File: src/rtl/cic_decimator_ctrl.sv
// Sequencer for a CIC decimator: flushes the datapath, counts out the settling period and paces the
// reduced-rate strobes. Optional macro CIC_CTRL_SAMPLE_COUNT_EN adds an output-sample counter port.
module cic_decimator_ctrl #(
   parameter int unsigned R_WIDTH      = 8,
   parameter int unsigned DEFAULT_R    = 2,
   parameter int unsigned M            = 2,
   parameter int unsigned D            = 2,
   parameter int unsigned FLUSH_CYCLES = 4
) (
   input  logic               clk,
   input  logic               rst_n,
   input  logic               enabled,
   input  logic               sample_strobe,
   input  logic               rate_req,
   input  logic [R_WIDTH-1:0] rate_in,
   output logic               rate_ack,
   output logic               rate_err,
   output logic [R_WIDTH-1:0] rate_cur,
   output logic               cic_rst_n,
   output logic               cic_enabled,
   output logic               substage_strobe,
   output logic               y_valid,
   output logic [1:0]         state
`ifdef CIC_CTRL_SAMPLE_COUNT_EN
   ,
   output logic [15:0]        out_count
`endif
);

   localparam int unsigned SETTLE_N = M * D;
   localparam int unsigned SETTLE_W = $clog2(SETTLE_N + 1);
   localparam int unsigned FLUSH_W  = $clog2(FLUSH_CYCLES + 1);
   localparam int unsigned CNT_W    = 16;

   typedef enum logic [1:0] {
      ST_IDLE   = 2'b00,
      ST_FLUSH  = 2'b01,
      ST_SETTLE = 2'b10,
      ST_RUN    = 2'b11
   } state_e;

   state_e               state_q, state_d;
   logic [R_WIDTH-1:0]   rate_cur_q, rate_cur_d;
   logic [R_WIDTH-1:0]   dec_cnt_q, dec_cnt_d;
   logic [SETTLE_W-1:0]  settle_cnt_q, settle_cnt_d;
   logic [FLUSH_W-1:0]   flush_cnt_q, flush_cnt_d;
   logic                 rate_ack_q, rate_ack_d;
   logic                 rate_err_q, rate_err_d;
   logic                 cic_rst_n_q, cic_rst_n_d;
   logic                 substage_q, substage_d;
   logic                 y_valid_q, y_valid_d;
   logic                 active_q, active_d;
   logic                 take, accept, reject, fire;
   logic [SETTLE_W-1:0]  settle_inc;

   assign active_q = (state_q == ST_SETTLE) || (state_q == ST_RUN);

   // Next-state, counters and registered output values
   always_comb begin
      state_d      = state_q;
      rate_cur_d   = rate_cur_q;
      dec_cnt_d    = dec_cnt_q;
      settle_cnt_d = settle_cnt_q;
      flush_cnt_d  = flush_cnt_q;
      rate_ack_d   = 1'b0;
      rate_err_d   = 1'b0;
      substage_d   = 1'b0;
      y_valid_d    = 1'b0;
      cic_rst_n_d  = 1'b0;
      active_d     = 1'b0;
      settle_inc   = settle_cnt_q + SETTLE_W'(1);

      // A request is only looked at once the previous ack/err pulse is gone
      take   = rate_req & ~rate_ack_q & ~rate_err_q;
      accept = take & (rate_in != '0);
      reject = take & (rate_in == '0);
      fire   = active_q & sample_strobe & (dec_cnt_q == rate_cur_q - R_WIDTH'(1));

      if (active_q && sample_strobe) begin
         dec_cnt_d = fire ? '0 : dec_cnt_q + R_WIDTH'(1);
      end

      case (state_q)
         ST_IDLE: begin
            state_d     = ST_FLUSH;
            flush_cnt_d = '0;
         end
         ST_FLUSH: begin
            if (flush_cnt_q == FLUSH_W'(FLUSH_CYCLES - 1)) begin
               state_d     = ST_SETTLE;
               flush_cnt_d = '0;
            end else begin
               flush_cnt_d = flush_cnt_q + FLUSH_W'(1);
            end
         end
         ST_SETTLE: begin
            if (substage_q) begin
               settle_cnt_d = settle_inc;
               if (settle_inc == SETTLE_W'(SETTLE_N)) begin
                  state_d = ST_RUN;
               end
            end
         end
         default: begin
            state_d = ST_RUN;
         end
      endcase

      if (accept) begin
         rate_cur_d = rate_in;
      end
      rate_ack_d = accept;
      rate_err_d = reject;

      // Disable beats a rate change; a rate change while running restarts the flush
      if (!enabled) begin
         state_d = ST_IDLE;
      end else if (accept) begin
         state_d     = ST_FLUSH;
         flush_cnt_d = '0;
      end

      active_d = (state_d == ST_SETTLE) || (state_d == ST_RUN);
      if (!active_d) begin
         dec_cnt_d    = '0;
         settle_cnt_d = '0;
      end
      if (state_d == ST_IDLE) begin
         flush_cnt_d = '0;
      end

      cic_rst_n_d = active_d;
      substage_d  = fire & active_d;
      y_valid_d   = fire & (state_d == ST_RUN);
   end

   always_ff @(posedge clk) begin
      if (!rst_n) begin
         state_q      <= ST_IDLE;
         rate_cur_q   <= R_WIDTH'(DEFAULT_R);
         dec_cnt_q    <= '0;
         settle_cnt_q <= '0;
         flush_cnt_q  <= '0;
         rate_ack_q   <= 1'b0;
         rate_err_q   <= 1'b0;
         cic_rst_n_q  <= 1'b0;
         substage_q   <= 1'b0;
         y_valid_q    <= 1'b0;
      end else begin
         state_q      <= state_d;
         rate_cur_q   <= rate_cur_d;
         dec_cnt_q    <= dec_cnt_d;
         settle_cnt_q <= settle_cnt_d;
         flush_cnt_q  <= flush_cnt_d;
         rate_ack_q   <= rate_ack_d;
         rate_err_q   <= rate_err_d;
         cic_rst_n_q  <= cic_rst_n_d;
         substage_q   <= substage_d;
         y_valid_q    <= y_valid_d;
      end
   end

`ifdef CIC_CTRL_SAMPLE_COUNT_EN
   logic [CNT_W-1:0] out_count_q, out_count_d;

   // Saturating count of output samples since the last flush
   always_comb begin
      out_count_d = out_count_q;
      if (!active_d) begin
         out_count_d = '0;
      end else if (y_valid_d && (out_count_q != {CNT_W{1'b1}})) begin
         out_count_d = out_count_q + CNT_W'(1);
      end
   end

   always_ff @(posedge clk) begin
      if (!rst_n) begin
         out_count_q <= '0;
      end else begin
         out_count_q <= out_count_d;
      end
   end

   assign out_count = out_count_q;
`endif

   assign state           = state_q;
   assign rate_cur        = rate_cur_q;
   assign rate_ack        = rate_ack_q;
   assign rate_err        = rate_err_q;
   assign cic_rst_n       = cic_rst_n_q;
   assign substage_strobe = substage_q;
   assign y_valid         = y_valid_q;
   assign cic_enabled     = sample_strobe & active_q;

endmodule

File: config.mk
export PLATFORM = sky130hd
export DESIGN_NAME = cic_decimator_ctrl
export DESIGN_NICKNAME = d
export VERILOG_FILES = /design/src/rtl/cic_decimator_ctrl.sv
export SDC_FILE = /design/constraint.sdc
export NUM_CORES = 1
export LEC_CHECK = 0
export CAP_MARGIN = 20
export CORE_MARGIN = 10
export CORE_UTILIZATION = 45
export CTS_BUF_LIST = sky130_fd_sc_hd__clkbuf_16
export CTS_CLUSTER_DIAMETER = 50
export CTS_CLUSTER_SIZE = 16
export DETAILED_ROUTE_END_ITERATION = 10
export PLACE_DENSITY = 0.73
export SYNTH_ARGS = -nofsm -noshare
export SYNTH_HDL_FRONTEND = slang
export SYNTH_SLANG_ARGS = --single-unit
File: constraint.sdc
create_clock -name clk -period 2.6 [get_ports clk]
set_clock_uncertainty 0.15 [all_clocks]
set_input_delay 0.52 -clock clk [delete_from_list [all_inputs] [get_ports clk]]
set_output_delay 0.52 -clock clk [all_outputs]
set_load 0.02 [all_outputs]
* Word-level counts from Yosys, hierarchy flattened
Cells that the tools add are included.
W data, S select, Z words.
** Word-level totals
- Bits in registers :: 29
- Latch bits :: 0
- Bits in writable memories :: 0
- Bits in read-only memories :: 0
- Input port bits :: 13
- Output and inout bits :: 16
- Word-level logic and storage cells :: 54
- Memories kept :: 0
** Cells by class
- $add $sub $neg :: 4
- Multipliers :: 0
- Div/mod/pow operators :: 0
- Order comparisons :: 0
- Eq/ne operators :: 8
- Shifts and indexed selects :: 0
- Muxes and demuxes :: 11
- Bitwise operators :: 11
- Reductions and logical operators :: 10
** Operators with widths (number)
- $mux W2 :: 5
- $mux W3 :: 3
- $add A8 B1 Y8 const B :: 1
- $and A1 B1 Y1 :: 8
- $eq A2 B2 Y1 const B :: 4
- $eq A8 B8 Y1 :: 1
- $logic_not A8 Y1 :: 1
- $mux W8 :: 1
- $reduce_bool A8 Y1 :: 1
- $sub A8 B1 Y8 const B :: 1
- $add A3 B1 Y3 const B :: 2
- $pmux W2 S3 :: 1
- $pmux W3 S2 :: 1
- $logic_not A2 Y1 :: 2
- $reduce_and A2 Y1 :: 2
- $eq A3 B2 Y1 const B :: 1
- $eq A3 B3 Y1 const B :: 1
- $not A1 Y1 :: 3
- $eq A2 B1 Y1 const B :: 1
- $logic_or A1 B1 Y1 :: 2
- $reduce_or A2 Y1 :: 1
- $logic_and A1 B1 Y1 :: 1

* Logic depth before layout (Yosys ltp)
Gate-level depths: netlist of the first run.
- Depth in word-level cells :: 10
- Depth in mapped cells :: 9
- Depth with buffers taken out :: 7

* Least setup slack after synthesis of the first run
No wires, ideal clock.
- Kind :: register -> register
- Start point :: register rate_cur_q[0], in the netlist rate_cur[0]
- End point :: register dec_cnt_q[1]
- Library setup time :: 0.117 ns
- Arrival :: 2.130 ns
- Required time :: 2.333 ns
- Slack :: 0.202 ns
- Cell stages (with the launch flop) :: 10
- Path buffers :: 2
- Clock period less this slack :: 2.398 ns
- Path through :: dfxtp_1 clkbuf_1 inv_1 ha_1 clkbuf_1 o21ba_2 a221oi_1 a41oi_1 a211o_1 a32o_1
** Between the ends
- Cells in the longest elaborated chain, start to end :: 4
** Ends and longest elaborated chain
- from (decl) :: line 43 : logic [R_WIDTH-1:0] rate_cur_q, rate_cur_d;
- from (signal assigned) :: line 140 : rate_cur_q <= R_WIDTH'(DEFAULT_R);
- from (signal assigned) :: line 151 : rate_cur_q <= rate_cur_d;
- $sub A8 B1 Y8 :: line 77 : fire = active_q & sample_strobe & (dec_cnt_q == rate_cur_q - R_WIDTH'(1));
- $eq A8 B8 Y1 :: line 77
- $and A1 B1 Y1 :: line 77
- $mux W8 :: line 80 : dec_cnt_d = fire ? '0 : dec_cnt_q + R_WIDTH'(1);
- to (signal assigned) :: line 152 : dec_cnt_q <= dec_cnt_d;
- to (decl) :: line 44 : logic [R_WIDTH-1:0] dec_cnt_q, dec_cnt_d;
No other way between the ends.
A chain may end at the register's enable or synchronous reset.

* Worst setup path in the final report of the first run
- Start point :: input port sample_strobe
- End point :: output port cic_enabled
** Between the ends
- Cells in the longest elaborated chain, start to end :: 1
** Ends and longest elaborated chain
- from (decl) :: line 13 : input logic sample_strobe,
- $and A1 B1 Y1 :: line 194 : assign cic_enabled = sample_strobe & active_q;
- to (decl) :: line 20 : output logic cic_enabled,
No other way between the ends.

==> Flow_metrics.wiki, run 1 <==
{| class="wikitable"
! Metric !! Value
|-
| Cell repeated most along the worst path || clkdlybuf4s50_1
|-
| Final core occ || between 60% and 70%
|-
| Setup repair after global routing missed its margin || false
|-
| # hold bufs at CTS || 0
|-
| Clock tree root buffer cell || clkbuf_16
|-
| Post-synthesis to final-layout area growth || 33.4%
|-
| Final net count || ~220
|-
| Sinks on Clock Net || 29
|-
| Starting density of the core || approximately 48%
|-
| Antenna Nets Post-Route || 0
|-
| Clock latency of the later-clocked register in the worst-skew pair || between 0.2 and 0.3 ns
|-
| Leakage power summed over all cells || 0.000765 µW
|-
| Max clock buf depth || 2
|-
| Residual DRC || 0
|-
| Antenna diode count || 0
|-
| Status || finished, final reports clean
|-
| Crit path cell chain || clkdlybuf4s50_1 > nand2_1 > inv_1 > clkdlybuf4s50_1
|-
| Most common flop cell mapped by yosys || dfxtp_1
|-
| Placement Rows || 20
|-
| Post-CTS setup buffer count || 0
|-
| Area of the placeable core || around 3100 µm²
|-
| Pwr/cell area || roughly 570 nW/µm²
|-
| Largest vdd supply drop || just under 0.4 mV
|-
| RD Place Congestion || around 0.85
|-
| Synthesized area per cell || about 8.7 µm²
|-
| First-pass detailed-route iteration total || 4
|-
| Post-DP HPWL || between 2 and 3 mm
|-
| Max-capacitance violation count || 0
|-
| Drt first-iter violations || 80
|-
| Final setup violating endpoints || 0
|-
| Worst Tran Pin Value || ~0.36 ns
|-
| Largest net degree at the start of global routing || 16
|-
| Startpoint types || primary input
|-
| GRT Util Overall || 11.5%
|-
| Library cell contributing the largest single delay on the critical path || clkdlybuf4s50_1
|-
| Worst setup path class || in2out
|-
| Max Clk Rate || just over 400 MHz
|-
| Required time of the worst setup path || 1.93 ns
|-
| Initial antenna violation count || 0
|-
| Warning count from the yosys run || 0
|-
| Minimum clock period after layout || 2.45 ns
|-
| Final sum of negative setup slack || 0 ns
|-
| Port Buffer Count || 28
|-
| Worst EP arrival || between 1.5 and 2 ns
|-
| Final Hold Violating Endpoints || 0
|-
| Routed length per instance || between 10 and 15 µm
|-
| Crit Path Max Fanout || 4
|-
| Filler Cells Inserted || between 200 and 300
|-
| Post-route clock period utilization || roughly 94%
|-
| Die height || between 70 and 80 µm
|-
| Clock edge transition at the registers on the reported setup and hold paths || 0.05 ns
|-
| Number of H-tree levels || 2
|-
| Average via count per standard cell || about 5.3
|-
| Number of pins exceeding their max-slew limit in the final report || 0
|-
| Worst slew slack as a fraction of its limit || between 70% and 80%
|-
| Vias in the first global route || between 1000 and 1500
|-
| Post-synth design cell area || about 1500 µm²
|-
| Die span in x || just under 80 µm
|-
| Longest individual stage delay on the worst path || about 0.62 ns
|-
| Wire length of the first global-routing pass || just under 6 mm
|-
| Number of instances in the synthesized netlist || 169
|-
| CP endpoint kind || output port
|-
| Synthesized Nets || 187
|-
| Vias || between 1000 and 1500
|-
| Async set-or-reset flop fraction in the synthesized netlist || 0%
|-
| Number of storage elements in the synthesis netlist || 29
|-
| Total die area || 5960 µm²
|-
| Sequential-to-total area share from yosys stat || between 30 and 40%
|-
| Number of enable-type register cells in the synthesized netlist || 0
|-
| Count of unique library cells instantiated by Yosys || 40
|-
| CTS tree || done
|-
| IO Count || 29
|-
| Ratio of cells with drive above 1 in the final layout || a little under an eighth
|-
| Global route overflow || 0
|-
| TritonCTS Buffers || 5
|-
| Classification of the worst-slack hold path || reg2reg
|-
| Final wirelength || 3.40 mm
|-
| Number of resized instances in the post-cts repair step || 0
|}
==> path summary, 6_finish.rpt <==
kind	startpoint	end	slack, ns	cells after the start
setup reg to reg	rate_cur[1]	dec_cnt_q[1]	0.34	7
hold reg to reg	flush_cnt_q[2]	flush_cnt_q[2]	0.34	1
setup / recovery	sample_strobe	cic_enabled	0.15	4
hold / removal	flush_cnt_q[2]	flush_cnt_q[2]	0.34	1
==> synthesized netlist by cell type (2+ instances only) <==
master / instances / area share (%)
xor2_1: 8 / 4.8
a41oi_1: 2 / 1.2
nand2_1: 20 / 5.1
o21ai_0: 4 / 1.4
nand3_1: 4 / 1.4
a211oi_1: 2 / 1.0
nor2_1: 13 / 3.3
inv_1: 8 / 2.0
and4_1: 2 / 1.2
nand2b_1: 2 / 0.85
nor3_1: 13 / 4.4
and3_1: 3 / 1.3
dfxtp_1: 29 / 39
or4_4: 2 / 1.5
clkbuf_1: 5 / 1.3
nor3b_1: 2 / 1.0
buf_2: 3 / 1.0
mux2i_1: 2 / 1.4
or3_1: 2 / 0.85
xnor2_1: 9 / 5.3
ha_1: 5 / 4.2
a21oi_1: 11 / 3.7
==> worst max-delay path, delay by kind of cell <==
kind	cells	cell delay [ns]
AND/OR/NAND/NOR	1	0.06
buffers and inverters	3	1.20
==> power by group <==
part	total (µW)	leakage [µW]	internal, µW	switching (µW)
logic	129	0.000455	65.8	62.7
registers	470	0.000236	455	14.5
clock network	528	0.0000748	346	183
==> per-layer routing <==
layer | track usage, % | share of wire, %
met5 | 0 | 0
met4 | 3.65 | 0.29
met3 | 4.20 | 5.1
met2 | 20.9 | 55
met1 | 11.8 | 40
==> flip-flops by register name (all words and copies together), names as in the netlist <==
signal,count
cic_rst_n,1
dec_cnt_q,8
flush_cnt_q,3
rate_ack,1
rate_cur,8
rate_err,1
settle_cnt_q,3
state,2
substage_strobe,1
y_valid,1
==> final cells by class <==
class	count	area (µm²)	area share (%)
Multi-Input combinational cell	123	826	42.0
Sequential cell	29	581	29.5
Timing Repair Buffer	35	333	16.9
Clock buffer	5	125	6.36
Tap cell	44	55.1	2.80
Inverter	9	33.8	1.72
Clock inverter	3	13.8	0.700
==> cell families after synthesis <==
group | after synthesis | share of synthesized area, %
simple gates | 67 | 24.8
compound gates | 32 | 15.5
flops | 29 | 39.4
xor+xnor | 17 | 10.1
buf+inv | 17 | 4.58
fa+ha+maj | 5 | 4.24
mux | 2 | 1.36
==> placed cells by master, fill, tap and decap left out, types with 3 or more instances in the layout <==
cell type	synthesis	final
ha_1	5	5
and3_1	3	3
nand2_1	20	20
a21oi_1	11	11
xnor2_1	9	9
clkdlybuf4s50_1	0	28
nor3_1	13	13
inv_1	8	9
xor2_1	8	8
dfxtp_1	29	29
nor2_1	13	13
o21ai_0	4	4
nand3_1	4	4
clkbuf_16	0	5
buf_4	0	7
==> stage by stage <==
stage	power [µW]	cells	instance area, µm²	hold slack (ns)	worst slack, ns
after CTS	1130	248	1970	0.348	0.142
after global routing	1170	248	1970	0.371	0.102
after global placement	604	240	1830	0.322	0.139
final	1130	248	1970	0.345	0.153
after detailed placement	607	240	1830	0.344	0.0646
after floorplan	547	169	1470	0.313	0.202
Power figures use the tool's default switching activity.
==> inputs of run 2 (changes only) <==
Settings changed: CORE_UTILIZATION 45 to 51, PLACE_DENSITY 0.73 to 0.79.
==> Flow_metrics.wiki, run 2 (same netlist as run 1, synthesis figures left out) <==
{| class="wikitable"
! Metric !! Value
|-
| Sinks on Clock Net || 29 (unchanged)
|-
| Met3 demand-to-capacity share in global routing || 5.79% (+1.6 points)
|-
| Total die area || 5440 µm² (-8.8%)
|-
| Starting density of the core || 53.4% (+5.9 points)
|-
| CTS tree || done
|-
| Final Hold Violating Endpoints || 0 (unchanged)
|-
| Die height || 73.8 µm (-4.5%)
|-
| IO Count || 29 (unchanged)
|-
| Area of the placeable core || 2760 µm² (-11%)
|-
| Final net count || 221 (unchanged)
|-
| Worst slack at placement || 0.116 ns (+0.0517 ns)
|-
| # hold bufs at CTS || 0 (unchanged)
|-
| Final wirelength || 3.51 mm (+3.4%)
|-
| Final setup violating endpoints || 0 (unchanged)
|-
| Reg2reg path depth || 7 (unchanged)
|-
| Filler Cells Inserted || 207 (-26%)
|-
| Capturing point of the worst reg2reg path || dec_cnt_q[1]
|-
| Clock tree root buffer cell || clkbuf_16
|-
| Crit Path Max Fanout || 4 (unchanged)
|-
| Wire length of the first global-routing pass || 6.07 mm (+3.5%)
|-
| Vias || 1302 (-0.53%)
|-
| Vias in the first global route || 1353 (+3.2%)
|-
| Routed length per instance || 15.0 µm (+9.1%)
|-
| Crit path cell chain || clkdlybuf4s50_1 > nand2_1 > inv_1 > clkdlybuf4s50_1
|-
| Largest vdd supply drop || 0.543 mV (+37%)
|-
| Largest net degree at the start of global routing || 16 (unchanged)
|-
| CP endpoint kind || output port
|-
| Max-capacitance violation count || 0 (unchanged)
|-
| First-pass detailed-route iteration total || 4 (unchanged)
|-
| Post-DP Area || 1810 µm² (-0.89%)
|-
| Global route overflow || 0 (unchanged)
|-
| Max clock buf depth || 2 (unchanged)
|-
| DP Cell Count || 227 (-5.4%)
|-
| Clock edge transition at the registers on the reported setup and hold paths || 0.05 ns (about the same)
|-
| Max Clk Rate || 408 MHz (-0.16%)
|-
| Required time of the worst setup path || 1.93 ns (about the same)
|-
| Port Buffer Count || 28 (unchanged)
|-
| Worst Slack Setup Final || 0.150 ns (-0.00386 ns)
|-
| GRT Max-Usage Layer || met2
|-
| Number of resized instances in the post-cts repair step || 0 (unchanged)
|-
| Most frequent cells in the layout || dfxtp_1, clkdlybuf4s50_1, nand2_1
|-
| Antenna diode count || 0 (unchanged)
|-
| R2R setup slack || 0.38 ns (+0.04 ns)
|-
| Antenna Nets Post-Route || 0 (unchanged)
|-
| Total power draw || 1140 µW (+1.2%)
|-
| Post-route clock period utilization || 94.2% (+0.15 points)
|-
| Post-CTS setup buffer count || 0 (unchanged)
|-
| TritonCTS Buffers || 5 (unchanged)
|-
| Post-DP HPWL || 2.56 mm (-4.7%)
|-
| Average via count per standard cell || 5.54 (+5.0%)
|-
| Library cell contributing the largest single delay on the critical path || clkdlybuf4s50_1
|-
| Leakage power summed over all cells || 0.000762 µW (-0.46%)
|-
| Clock latency of the later-clocked register in the worst-skew pair || 0.27 ns (about the same)
|-
| Startpoint types || primary input
|-
| Cell repeated most along the worst path || clkdlybuf4s50_1
|-
| Start of the worst register-to-register path || rate_cur[1]
|-
| Most frequent standard cell in the layout excluding fill and tap cells || dfxtp_1
|-
| Status || finished, final reports clean
|-
| Final standard cell area without fillers || 1950 µm² (-0.64%)
|-
| RD Place Congestion || 0.808 (-5.2%)
|-
| GR Layer Usage met2 || 22.1% (+1.2 points)
|-
| Longest individual stage delay on the worst path || 0.62 ns (about the same)
|-
| Launch point of the worst hold path || flush_cnt_q[2]
|-
| Worst setup path startpoint || sample_strobe
|-
| Initial antenna violation count || 0 (unchanged)
|-
| Global Route met1 Usage || 16.1% (+4.3 points)
|-
| Final sum of negative setup slack || 0 ns (unchanged)
|-
| Ratio of cells with drive above 1 in the final layout || 11.3% (unchanged)
|-
| Drt first-iter violations || 74 (-7.5%)
|-
| Number of pins exceeding their max-slew limit in the final report || 0 (unchanged)
|-
| Final cell count without fillers || 235 (-5.2%)
|-
| Number of H-tree levels || 2 (unchanged)
|-
| Worst setup path class || in2out
|-
| Worst EP arrival || 1.78 ns (about the same)
|-
| GRT Util Overall || 13.9% (+2.4 points)
|-
| Die span in x || 73.8 µm (-4.5%)
|-
| Classification of the worst-slack hold path || reg2reg
|-
| Setup repair after global routing missed its margin || false
|-
| Minimum clock period after layout || 2.45 ns (+0.00386 ns)
|-
| Post-synthesis to final-layout area growth || 32.6%
|-
| Worst Tran Pin Value || 0.384 ns (+0.0207 ns)
|-
| Placement Rows || 19 (-5.0%)
|-
| Pwr/cell area || 584 nW/µm² (+1.9%)
|-
| Worst slew slack as a fraction of its limit || 74.2% (-1.4 points)
|-
| Critical path capture point || cic_enabled
|-
| Residual DRC || 0 (unchanged)
|}
-- run 2: changes by cell type in the layout (fill, tap and decap cells not counted), sizes merged --
cell | before | now
inv | 9 | 8
clkinv | 3 | 4
-- run 2: worst min-delay path by stage --
stage / to / depth (start not counted)
6_report: flush_cnt_q[2] / 1
5_1_grt: flush_cnt_q[2] / 1
4_1_cts: flush_cnt_q[2] / 1
3_5_place_dp: flush_cnt_q[2] / 1
3_3_place_gp: flush_cnt_q[2] / 1
2_1_floorplan: flush_cnt_q[2] / 1
-- run 2: layout make-up --
type                    count  area (µm²)  share of cell area [%]
repair buffers             35         333                    17.0
clock buffers               5         125                    6.40
flip-flops and latches     29         581                    29.7
well taps                  31        38.8                    1.98
clock inverters             3        17.5                   0.896
inverters                   9        33.8                    1.73
multi-input cells         123         826                    42.3
-- run 2: per-stage QoR --
stage	utilization [%]	hold WS (ns)
global route	70.9	0.363
finish	70.9	0.335
floorplan	-	0.313
detailed placement	65.7	0.325
global placement	65.7	0.323
CTS	70.9	0.332
-- run 2: worst max-delay path, delay by kind of cell --
family / cells / cell delay, ns
buffers and inverters: 3 / 1.20
AND/OR/NAND/NOR: 1 / 0.06
-- run 2: layer usage --
metal / part of all wire, % / vias up
met5: 0 / -
met4: 0.65 / 0
met3: 6.4 / 2
met2: 50 / 30
met1: 43 / 608
li1: - / 662
-- run 2: power breakdown --
| group | internal [µW] | total, µW | switching, µW |
|---|---|---|---|
| clock network | 350 | 541 | 191 |
| logic | 65.7 | 130 | 64.2 |
| registers | 455 | 470 | 15.0 |
| total | 870 | 1140 | 270 |
==> inputs of run 3 (changes only) <==
Settings changed: CORE_ASPECT_RATIO from default to 0.8.
==> Flow_metrics.wiki, run 3 (same netlist as run 1, synthesis figures left out) <==
{| class="wikitable"
! Metric !! Value
|-
| Final wirelength || 3.68 mm (+4.6%)
|-
| Residual DRC || 0 (unchanged)
|-
| # hold bufs at CTS || 0 (unchanged)
|-
| Clock tree root buffer cell || clkbuf_16
|-
| Pwr/cell area || 618 nW/µm² (+5.9%)
|-
| Capturing point of the worst reg2reg path || dec_cnt_q[1]
|-
| Reg2reg path depth || 7 (unchanged)
|-
| Max Clk Rate || 401 MHz (-1.7%)
|-
| Antenna diode count || 0 (unchanged)
|-
| Routed length per instance || 15.2 µm (+2.0%)
|-
| IO Count || 29 (unchanged)
|-
| Clock latency of the later-clocked register in the worst-skew pair || 0.27 ns (about the same)
|-
| Max-capacitance violation count || 0 (unchanged)
|-
| Worst setup path class || in2out
|-
| Status || finished, final reports clean
|-
| First-pass detailed-route iteration total || 4 (unchanged)
|-
| Area of the placeable core || 2770 µm² (+0.27%)
|-
| Sinks on Clock Net || 29 (unchanged)
|-
| Final core occ || 71.6% (+0.76 points)
|-
| Largest net degree at the start of global routing || 16 (unchanged)
|-
| Launch point of the worst hold path || flush_cnt_q[1]
|-
| Worst Tran Pin Value || 0.384 ns (+0.000282 ns)
|-
| Count of cells along the worst hold path || 2 (+1)
|-
| Port Buffer Count || 28 (unchanged)
|-
| Clock edge transition at the registers on the reported setup and hold paths || 0.05 ns (about the same)
|-
| Setup repair after global routing missed its margin || false
|-
| TritonCTS Buffers || 5 (unchanged)
|-
| Initial antenna violation count || 0 (unchanged)
|-
| Die span in x || 80.1 µm (+8.6%)
|-
| Die height || 68.1 µm (-7.7%)
|-
| Classification of the worst-slack hold path || reg2reg
|-
| GRT Util Overall || 14.6% (+0.74 points)
|-
| Most frequent cells in the layout || dfxtp_1, clkdlybuf4s50_1, nand2_1
|-
| Total power draw || 1220 µW (+7.3%)
|-
| CTS tree || done
|-
| Post-route clock period utilization || 95.8% (+1.6 points)
|-
| Wire length of the first global-routing pass || 6.29 mm (+3.6%)
|-
| Post-DP HPWL || 2.75 mm (+7.4%)
|-
| Final Hold Violating Endpoints || 0 (unchanged)
|-
| Global route overflow || 0 (unchanged)
|-
| Start of the worst register-to-register path || rate_cur[1]
|-
| Number of pins exceeding their max-slew limit in the final report || 0 (unchanged)
|-
| Vias in the first global route || 1386 (+2.4%)
|-
| Placement Rows || 17 (-2)
|-
| RD Place Congestion || 0.793 (-1.8%)
|-
| Number of H-tree levels || 2 (unchanged)
|-
| Final sum of negative setup slack || 0 ns (unchanged)
|-
| Post-synthesis to final-layout area growth || 34.4%
|-
| Ratio of cells with drive above 1 in the final layout || 11.3% (+0.056 points)
|-
| Starting density of the core || 53.3% (-0.15 points)
|-
| Worst EP arrival || 1.82 ns (+0.04 ns)
|-
| Total die area || 5450 µm² (+0.25%)
|-
| Final net count || 221 (unchanged)
|-
| Crit Path Max Fanout || 4 (unchanged)
|-
| Antenna Nets Post-Route || 0 (unchanged)
|-
| Minimum clock period after layout || 2.49 ns (+0.0414 ns)
|-
| Average via count per standard cell || 5.45 (-1.6%)
|-
| Number of resized instances in the post-cts repair step || 0 (unchanged)
|-
| Vias || 1314 (+0.92%)
|-
| Leakage power summed over all cells || 0.000770 µW (+1.1%)
|-
| Largest vdd supply drop || 0.402 mV (-26%)
|-
| Required time of the worst setup path || 1.93 ns (about the same)
|-
| CP endpoint kind || output port
|-
| Worst slew slack as a fraction of its limit || 74.2% (about the same)
|-
| R2R setup slack || 0.28 ns (-0.10 ns)
|-
| Endpoint, Worst Hold || flush_cnt_q[1]
|-
| Final setup violating endpoints || 0 (unchanged)
|-
| Most frequent standard cell in the layout excluding fill and tap cells || dfxtp_1
|-
| Max clock buf depth || 2 (unchanged)
|-
| Drt first-iter violations || 84 (+14%)
|-
| Post-CTS setup buffer count || 0 (unchanged)
|-
| Startpoint types || primary input
|}
==> run 3: worst max-delay path by stage <==
stage                             start              to
after floorplan             rate_cur[0]    dec_cnt_q[1]
after global placement    sample_strobe     cic_enabled
after detailed placement     rate_in[0]  flush_cnt_q[2]
after CTS                 sample_strobe     cic_enabled
after global routing      sample_strobe     cic_enabled
final                     sample_strobe     cic_enabled
==> run 3: power by group <==
| group | internal, µW | switching [µW] |
|---|---|---|
| clock | 442 | 182 |
| combinational | 65.9 | 63.3 |
| sequential | 455 | 14.8 |
==> run 3: critical path, stage by stage <==
cell	delay [ns]
clkdlybuf4s50_1	0.48
nand2_1	0.08
inv_1	0.13
clkdlybuf4s50_1	0.61
==> run 3: per-layer routing <==
metal	GRT usage, %	share of wire, %	wire length [µm]	up-vias
li1	-	-	-	657
met1	15.8	42	1550	619
met2	25.3	50	1820	34
met3	6.81	7.4	273	4
met4	4.61	0.73	27	0
met5	0	0	0	-
==> run 3: per-stage QoR <==
step           cells  area [µm²]  hold WS (ns)  setup WS (ns)
5_1_grt          241        1980         0.379         0.0506
3_5_place_dp     234        1820         0.340         0.0498
3_3_place_gp     234        1820         0.321          0.155
2_1_floorplan    169        1470         0.313          0.202
6_report         241        1980         0.349          0.108
4_1_cts          241        1980         0.355          0.113
==> run 3: area by class of cell <==
| cell class | instances | area (µm²) |
|---|---|---|
| clock buffers | 5 | 125 |
| clock inverters | 2 | 35.0 |
| fillers | 216 | 785 |
| inverters | 9 | 33.8 |
| multi-input cells | 123 | 826 |
| flip-flops and latches | 29 | 581 |
| well taps | 38 | 47.5 |
| repair buffers | 35 | 333 |
